File: config.mk
export PLATFORM = sky130hd
export DESIGN_NAME = swap_ctrl
export DESIGN_NICKNAME = d
export VERILOG_FILES = /design/src/rtl/swap_ctrl.sv
export SDC_FILE = /design/constraint.sdc
export NUM_CORES = 1
export LEC_CHECK = 0
export CORE_MARGIN = 3
export CORE_UTILIZATION = 53
export DETAILED_ROUTE_END_ITERATION = 7
export DONT_BUFFER_PORTS = 1
export PLACE_DENSITY_LB_ADDON = 0.15
export SETUP_SLACK_MARGIN = 0.1
export SLEW_MARGIN = 20
export SYNTH_ARGS = -nofsm -noshare
export SYNTH_HDL_FRONTEND = slang
export SYNTH_SLANG_ARGS = --single-unit
File: constraint.sdc
create_clock -name clk -period 4.4 [get_ports clk]
set_input_delay 0.88 -clock clk [delete_from_list [all_inputs] [get_ports clk]]
set_output_delay 0.88 -clock clk [all_outputs]
set_load 0.05 [all_outputs]
File: src/rtl/swap_ctrl.sv
// ---------------------------------------------------------------------------
// swap_ctrl
//
// Sequencer for the SISC register-swap instruction (Rs <-> Rt). The register
// file has a single write port, so the swap is spread over several cycles:
//   IDLE -> LATCH -> WR_RT -> WR_RS -> DONE -> IDLE
// LATCH captures both operand values. The two writes then go out in order,
// first Rt <= old Rs and then Rs <= old Rt. When Rs and Rt are the same
// register, LATCH goes straight to DONE and no write is issued.
//
// Optional build macro:
//   SWAP_R0_PROTECT_EN - treats register 0 as hardwired zero. The write
//                        enable is suppressed in any write state whose target
//                        is register 0. The state sequence and timing do not
//                        change.
//
// Ports:
//   clk        in   system clock, rising edge
//   rst_f      in   asynchronous active-low reset
//   start      in   swap instruction decoded, sampled only in IDLE
//   rs_addr    in   Rs address from instruction register
//   rt_addr    in   Rt address from instruction register
//   rs_data    in   register file read port A data (reads rd_addr_a)
//   rt_data    in   register file read port B data (reads rd_addr_b)
//   rd_addr_a  out  latched Rs address (read port A, mux Rs input)
//   rd_addr_b  out  latched Rt address (read port B, mux Rt input)
//   swap_sel   out  write-address mux select: 0 = Rt, 1 = Rs
//   rf_we      out  register file write enable
//   wb_data    out  register file write data
//   busy       out  swap in progress (stalls PC and control)
//   done       out  one-cycle completion pulse
// ---------------------------------------------------------------------------
module swap_ctrl #(
  parameter int DATA_W = 32,
  parameter int ADDR_W = 4
) (
  input  logic              clk,
  input  logic              rst_f,
  input  logic              start,
  input  logic [ADDR_W-1:0] rs_addr,
  input  logic [ADDR_W-1:0] rt_addr,
  input  logic [DATA_W-1:0] rs_data,
  input  logic [DATA_W-1:0] rt_data,
  output logic [ADDR_W-1:0] rd_addr_a,
  output logic [ADDR_W-1:0] rd_addr_b,
  output logic              swap_sel,
  output logic              rf_we,
  output logic [DATA_W-1:0] wb_data,
  output logic              busy,
  output logic              done
);

  typedef enum logic [2:0] {
    IDLE  = 3'd0,
    LATCH = 3'd1,
    WR_RT = 3'd2,
    WR_RS = 3'd3,
    DONE  = 3'd4
  } state_e;

  state_e              state_q, state_d;
  logic [ADDR_W-1:0]   rd_addr_a_q, rd_addr_a_d;
  logic [ADDR_W-1:0]   rd_addr_b_q, rd_addr_b_d;
  logic [DATA_W-1:0]   rs_tmp_q, rs_tmp_d;
  logic [DATA_W-1:0]   rt_tmp_q, rt_tmp_d;
  logic                swap_sel_q, swap_sel_d;
  logic                write_blocked;

  // State register together with the latched addresses, operand temps and
  // mux select. A reset during a swap aborts it at once; any write already
  // committed to the register file stays in place.
  always_ff @(posedge clk or negedge rst_f) begin
    if (!rst_f) begin
      state_q     <= IDLE;
      rd_addr_a_q <= '0;
      rd_addr_b_q <= '0;
      rs_tmp_q    <= '0;
      rt_tmp_q    <= '0;
      swap_sel_q  <= 1'b0;
    end else begin
      state_q     <= state_d;
      rd_addr_a_q <= rd_addr_a_d;
      rd_addr_b_q <= rd_addr_b_d;
      rs_tmp_q    <= rs_tmp_d;
      rt_tmp_q    <= rt_tmp_d;
      swap_sel_q  <= swap_sel_d;
    end
  end

  // Next-state and register-update logic.
  // The addresses are captured only on the accepting edge. After that the
  // instruction register can change freely. The temps are captured only in
  // LATCH, so the WR_RT write cannot disturb the value that WR_RS writes.
  // swap_sel is set up one edge ahead of each write state, and it holds its
  // value everywhere else.
  always_comb begin
    state_d     = state_q;
    rd_addr_a_d = rd_addr_a_q;
    rd_addr_b_d = rd_addr_b_q;
    rs_tmp_d    = rs_tmp_q;
    rt_tmp_d    = rt_tmp_q;
    swap_sel_d  = swap_sel_q;
    unique case (state_q)
      IDLE: begin
        if (start) begin
          rd_addr_a_d = rs_addr;
          rd_addr_b_d = rt_addr;
          state_d     = LATCH;
        end
      end
      LATCH: begin
        rs_tmp_d = rs_data;
        rt_tmp_d = rt_data;
        if (rd_addr_a_q == rd_addr_b_q) begin
          state_d = DONE;
        end else begin
          state_d    = WR_RT;
          swap_sel_d = 1'b0;
        end
      end
      WR_RT: begin
        state_d    = WR_RS;
        swap_sel_d = 1'b1;
      end
      WR_RS: begin
        state_d = DONE;
      end
      DONE: begin
        state_d = IDLE;
      end
      default: begin
        state_d = IDLE;
      end
    endcase
  end

  // Register 0 protection: find a write state whose target is register 0.
`ifdef SWAP_R0_PROTECT_EN
  always_comb begin
    write_blocked = 1'b0;
    if (state_q == WR_RT && rd_addr_b_q == '0) begin
      write_blocked = 1'b1;
    end
    if (state_q == WR_RS && rd_addr_a_q == '0) begin
      write_blocked = 1'b1;
    end
  end
`else
  assign write_blocked = 1'b0;
`endif

  // Output decode. Every output comes from registered state only, so there
  // is no combinational path from any input to any output.
  always_comb begin
    busy    = 1'b0;
    done    = 1'b0;
    rf_we   = 1'b0;
    wb_data = '0;
    unique case (state_q)
      LATCH: begin
        busy = 1'b1;
      end
      WR_RT: begin
        busy    = 1'b1;
        rf_we   = ~write_blocked;
        wb_data = rs_tmp_q;
      end
      WR_RS: begin
        busy    = 1'b1;
        rf_we   = ~write_blocked;
        wb_data = rt_tmp_q;
      end
      DONE: begin
        done = 1'b1;
      end
      default: begin
        busy = 1'b0;
      end
    endcase
  end

  assign rd_addr_a = rd_addr_a_q;
  assign rd_addr_b = rd_addr_b_q;
  assign swap_sel  = swap_sel_q;

endmodule

==> results_dict.tcl, run 1 <==
set metrics [dict create \
    slowest_stage "dfrtp_2" \
    tightest_slew_ps 1081 \
    insertion_delay_ps 340 \
    critPathMaxFanout 36 \
    cap_violations 0 \
    rrSetupSlack_ps 1990 \
    routabilityCongestion 0.8004 \
    grt_usage 0.1841 \
    required_ps 3520 \
    seq_area_frac_synth 0.5603 \
    cts_buffers 9 \
    reg2reg_to "rs_tmp_q[22]$_DFFE_PN0N_" \
    fmax_ghz 0.3146 \
    finalSetupViolCount 0 \
    dp_slack_ps 1566 \
    overflow 0 \
    seq_area_um2 1903 \
    antenna_cells 0 \
    status "completed" \
    postPlaceCellArea_um2 3656 \
    worstReg2RegStart "state_q[0]$_DFFE_PN0P_" \
    report.final.hold_viol_count 0 \
    die_height_um 86.03 \
    path_clk_slew_ps 80 \
    rr_worst_depth 4 \
    crit_top_cell "nor2_1" \
    rsz0062_at_grt "false" \
    routed_wl_um 6453 \
    grt_max_degree 77 \
    cts_tree "yes" \
    portBuffers 0 \
    synth_fp_nets 322 \
    final_nets 353 \
    die_x_um 86.03 \
    fin_ws_ps 1221 \
    yosys-top-cells-area "dfrtp_1 (56%), mux2_2 (24%), mux2i_1 (9.4%)" \
    synthDistinctLibCells 17 \
    dp.final_hpwl_um 4299 \
    fp.coreArea_um2 6061 \
    stdcell_area_um2 3871 \
    floorplan.initialDensity 0.5601 \
    viasPerCell 5.461 \
    finalCritPeriodShare 0.7224 \
    first_iter_violations 56 \
    synthCells 247 \
    vias 1955 \
    slew_viol_final 0 \
    rows 28 \
    ioPinCount 119 \
    grt_pass1_wl_um 10450 \
    fin_tns_setup_ps 0 \
    post_cts_buffers 0 \
    path_cells "nor2_1 > nor2_1" \
    timing.final.crit_period_ps 3179 \
    yosysTopAreaCellShare 0.5603 \
    syn_area_um2 3395 \
    synth_area_leader_cell "dfrtp_1" \
    drive_gt1_frac 0.4452 \
    drc 0 \
    clockBufferDepth 2 \
    end_kind "primary output" \
    cp.arrival_ps 2300 \
    antenna_found_initial 0 \
    ant_nets 0 \
    hold_buffers 0 \
    cts_sinks 76 \
    drtPass1Iterations 4 \
    yosysWarnings 0 \
    critPathMaxStageDelay_ps 1090 \
    worstSetupPathType "flop to primary output" \
    ys_ff_latch 76 \
    avgSynthCellArea_um2 13.74 \
    hold_class "input pin to asynchronous set/reset pin" \
    cts_resized 0 \
    htree_levels 3 \
    grt_pass1_vias 2100 \
    maxSlewHeadroom 0.2793 \
    fin_worst_skew_ps 5.351 \
    fillCellCount 496 \
    routedWlPerCell_um 18.03 \
    ctsRootBufferMaster "clkbuf_8" \
    start_kind "flop" \
    multi_input_area_um2 1385 \
    syn_to_final_growth_pct 14.04 \
    die_area_um2 7401 \
]
synth_stat cells:
| cell type | number |
|---|---|
| nor2_1 | 35 |
| a22o_1 | 1 |
| and2_1 | 1 |
| mux2i_1 | 32 |
| clkbuf_1 | 4 |
| nand4_1 | 1 |
| buf_2 | 5 |
| a21o_1 | 1 |
| mux2_2 | 72 |
| nand2b_1 | 2 |
| nor4b_4 | 1 |
| dfrtp_1 | 76 |
| a21oi_1 | 3 |
| inv_1 | 3 |
| buf_4 | 1 |
| buf_6 | 5 |
| xnor2_1 | 4 |
cell type report:
class	count	share of cell area
sequential	76	0.4916
multi-input combinational	153	0.3578
timing repair buffer	35	0.06787
clock buffer	9	0.03200
tap	75	0.02424
clock inverter	7	0.02359
inverter	3	0.002909
kinds of logic (layout without fill, tap and decap cells):
family,Yosys count,after routing,synth area share
multiplexers,104,104,0.3332
flip-flops,76,76,0.5603
AND/OR/NAND/NOR,40,40,0.05308
buffers and inverters,18,54,0.03391
AO/OA/AOI/OAI,5,5,0.009215
XOR/XNOR,4,4,0.01032
routing by layer:
layer	GRT usage	vias up	wire length (um)
li1	-	917	-
met2	0.2824	75	3074
met3	0.07301	12	532
met1	0.2255	951	2699
met5	0	-	0
met4	0.09209	0	148
how the worst max path moves through the flow:
stage | from | endpoint | cells after the start
6_report | state_q[0]$_DFFE_PN0P_ | busy | 2
5_1_grt | state_q[0]$_DFFE_PN0P_ | busy | 2
3_5_place_dp | state_q[0]$_DFFE_PN0P_ | busy | 2
3_3_place_gp | state_q[0]$_DFFE_PN0P_ | busy | 2
2_1_floorplan | state_q[2]$_DFFE_PN0P_ | wb_data[0] | 4
4_1_cts | state_q[0]$_DFFE_PN0P_ | busy | 2
worst max-delay path, delay by kind of cell, from the launching register on:
kind             cells  cell delay [ps]
and+or+nand+nor      2              870
DFF                  1             1090
placed cells by master, fill, tap and decap left out:
cell / n
dfrtp_1: 75
mux2_2: 72
buf_4: 35
nor2_1: 34
mux2i_1: 32
clkbuf_8: 9
xnor2_1: 4
inv_1: 3
a21oi_1: 3
clkinv_2: 3
nand2b_1: 2
bufinv_16: 2
and2_1: 1
nor2_4: 1
nand4_1: 1
a22o_1: 1
nor4b_4: 1
a21o_1: 1
clkinv_4: 1
clkinvlp_4: 1
dfrtp_2: 1
per-stage QoR:
step | cells | hold slack, ps | util
2_1_floorplan | 247 | 479.9 | -
3_3_place_gp | 342 | 488.8 | 0.6032
3_5_place_dp | 342 | 494.7 | 0.6032
4_1_cts | 358 | 206.8 | 0.6387
5_1_grt | 358 | 198.3 | 0.6387
6_report | 358 | 229.5 | 0.6387
registers in the layout, indices dropped and copies added, names as in the netlist:
register,cells
rt_tmp_q,32
rd_addr_b,4
rs_tmp_q,32
state_q,3
swap_sel,1
rd_addr_a,4
Power of run 1 is not shown: default switching activity piles up to over one toggle a cycle in this logic, so the estimate is an artifact.
==> run 2, diff against run 1 <==
- clock period: 4.4 -> 3.3 ns (I/O delays scaled with it)
==> results_dict.tcl, run 2 (same netlist as run 1, synthesis figures left out) <==
set metrics [dict create \
    fin_worst_skew_ps 8.505 \
    report.final.hold_viol_count 0 \
    floorplan.initialDensity 0.5601 \
    routabilityCongestion 0.7896 \
    cts_sinks 76 \
    end_kind "primary output" \
    overflow 0 \
    rows 28 \
    fmax_ghz 0.3760 \
    die_x_um 86.03 \
    post_cts_buffers 0 \
    critPathMaxStageDelay_ps 1080 \
    cap_violations 0 \
    first_iter_violations 71 \
    die_height_um 86.03 \
    htree_levels 3 \
    portBuffers 0 \
    finalCritPeriodShare 0.8058 \
    path_clk_slew_ps 80 \
    routed_wl_um 6538 \
    viasPerCell 5.528 \
    required_ps 2640 \
    final_nets 355 \
    drtPass1Iterations 4 \
    start_kind "flop" \
    fin_tns_setup_ps 0 \
    hold_buffers 1 \
    timing.final.crit_period_ps 2659 \
    maxSlewHeadroom 0.2895 \
    grt_usage 0.1867 \
    cp_top_family "flip-flops" \
    hold_class "input pin to asynchronous set/reset pin" \
    cp.arrival_ps 2000 \
    critPathBufInv 1 \
    drive_gt1_frac 0.4491 \
    final_common_cell "dfrtp_1" \
    cts_resized 0 \
    mostFrequentLayoutCells "dfrtp_1 (75), mux2_2 (72), buf_4 (35)" \
    drc 0 \
    clockBufferDepth 2 \
    finalSetupViolCount 0 \
    antenna_cells 0 \
    slew_viol_final 0 \
    grt_pass1_vias 2140 \
    grt_pass1_wl_um 10520 \
    slowest_stage "dfrtp_2" \
    cts_tree "yes" \
    insertion_delay_ps 350 \
    critPathMaxFanout 36 \
    ctsRootBufferMaster "clkbuf_8" \
    grt_max_degree 77 \
    die_area_um2 7401 \
    dp.final_hpwl_um 4318 \
    largestRegisters "rs_tmp_q: 32 flops, rt_tmp_q: 32 flops" \
    cts_buffers 9 \
    worstSetupPathType "flop to primary output" \
    tightest_slew_ps 1066 \
    routedWlPerCell_um 18.16 \
    ant_nets 0 \
    path_cells "mux2i_1 > nor2_1 > buf_4" \
    syn_to_final_growth_pct 16.40 \
    status "completed" \
    fp.coreArea_um2 6061 \
    antenna_found_initial 0 \
    rsz0062_at_grt "false" \
    ioPinCount 119 \
    vias 1990 \
]
[run 2: cell count changes in the layout (fill, tap and decap cells not counted)]
| cell | before | now |
|---|---|---|
| inv_6 | 0 | 1 |
| buf_16 | 0 | 1 |
| bufinv_16 | 2 | 3 |
| buf_12 | 0 | 1 |
| clkinv_4 | 1 | 2 |
| clkinv_2 | 3 | 0 |
[run 2: path summary, 6_finish.rpt]
check                                                end  slack, ps                     start  depth (start not counted)
min in group clk                rs_tmp_q[30]$_DFFE_PN0N_        450               rs_data[30]                          1
worst min register to register  rs_tmp_q[25]$_DFFE_PN0N_        510  rs_tmp_q[25]$_DFFE_PN0N_                          1
worst max register to register  rs_tmp_q[31]$_DFFE_PN0N_        990    state_q[0]$_DFFE_PN0P_                          4
max in group asynchronous         state_q[0]$_DFFE_PN0P_       2810                     rst_f                          1
worst max-delay path                          wb_data[0]        640    state_q[0]$_DFFE_PN0P_                          3
worst min-delay path            rd_addr_b[2]$_DFFE_PN0P_        210                     rst_f                          1
[run 2: routing by layer]
metal	share of wire	wire length (um)	GRT usage	vias to the layer above
met4	0.022	142	0.08633	0
li1	-	-	-	920
met3	0.081	530	0.06244	13
met1	0.41	2680	0.2324	981
met5	0	0	0	-
met2	0.49	3184	0.2943	76
[run 2: final cells by class]
| type | count | area (um^2) |
|---|---|---|
| clock buffers | 9 | 123.9 |
| clock inverters | 7 | 123.9 |
| fillers | 447 | 2110 |
| inverters | 3 | 11.26 |
| multi-input cells | 153 | 1385 |
| flip-flops and latches | 76 | 1903 |
| well taps | 75 | 93.84 |
| repair buffers | 37 | 310.3 |
[run 2: worst reg2reg max path: stages, from the launching register on]
cell and delay [ps]:
dfrtp_2 1080, nand2b_1 250, nor2_4 180, buf_12 270, mux2_2 430
[run 2: per-stage QoR]
stage	setup WS [ps]	instance area, um^2	util	instances	hold slack [ps]
floorplan	1072	3395	-	247	364.4
global placement	1015	3676	0.6065	343	366.1
detailed placement	976.2	3676	0.6065	343	366.0
CTS	626.5	3951	0.6519	360	206.9
global route	496.9	3951	0.6519	360	217.9
finish	640.7	3951	0.6519	360	205.6
Power of run 2 is left out for the same reason.
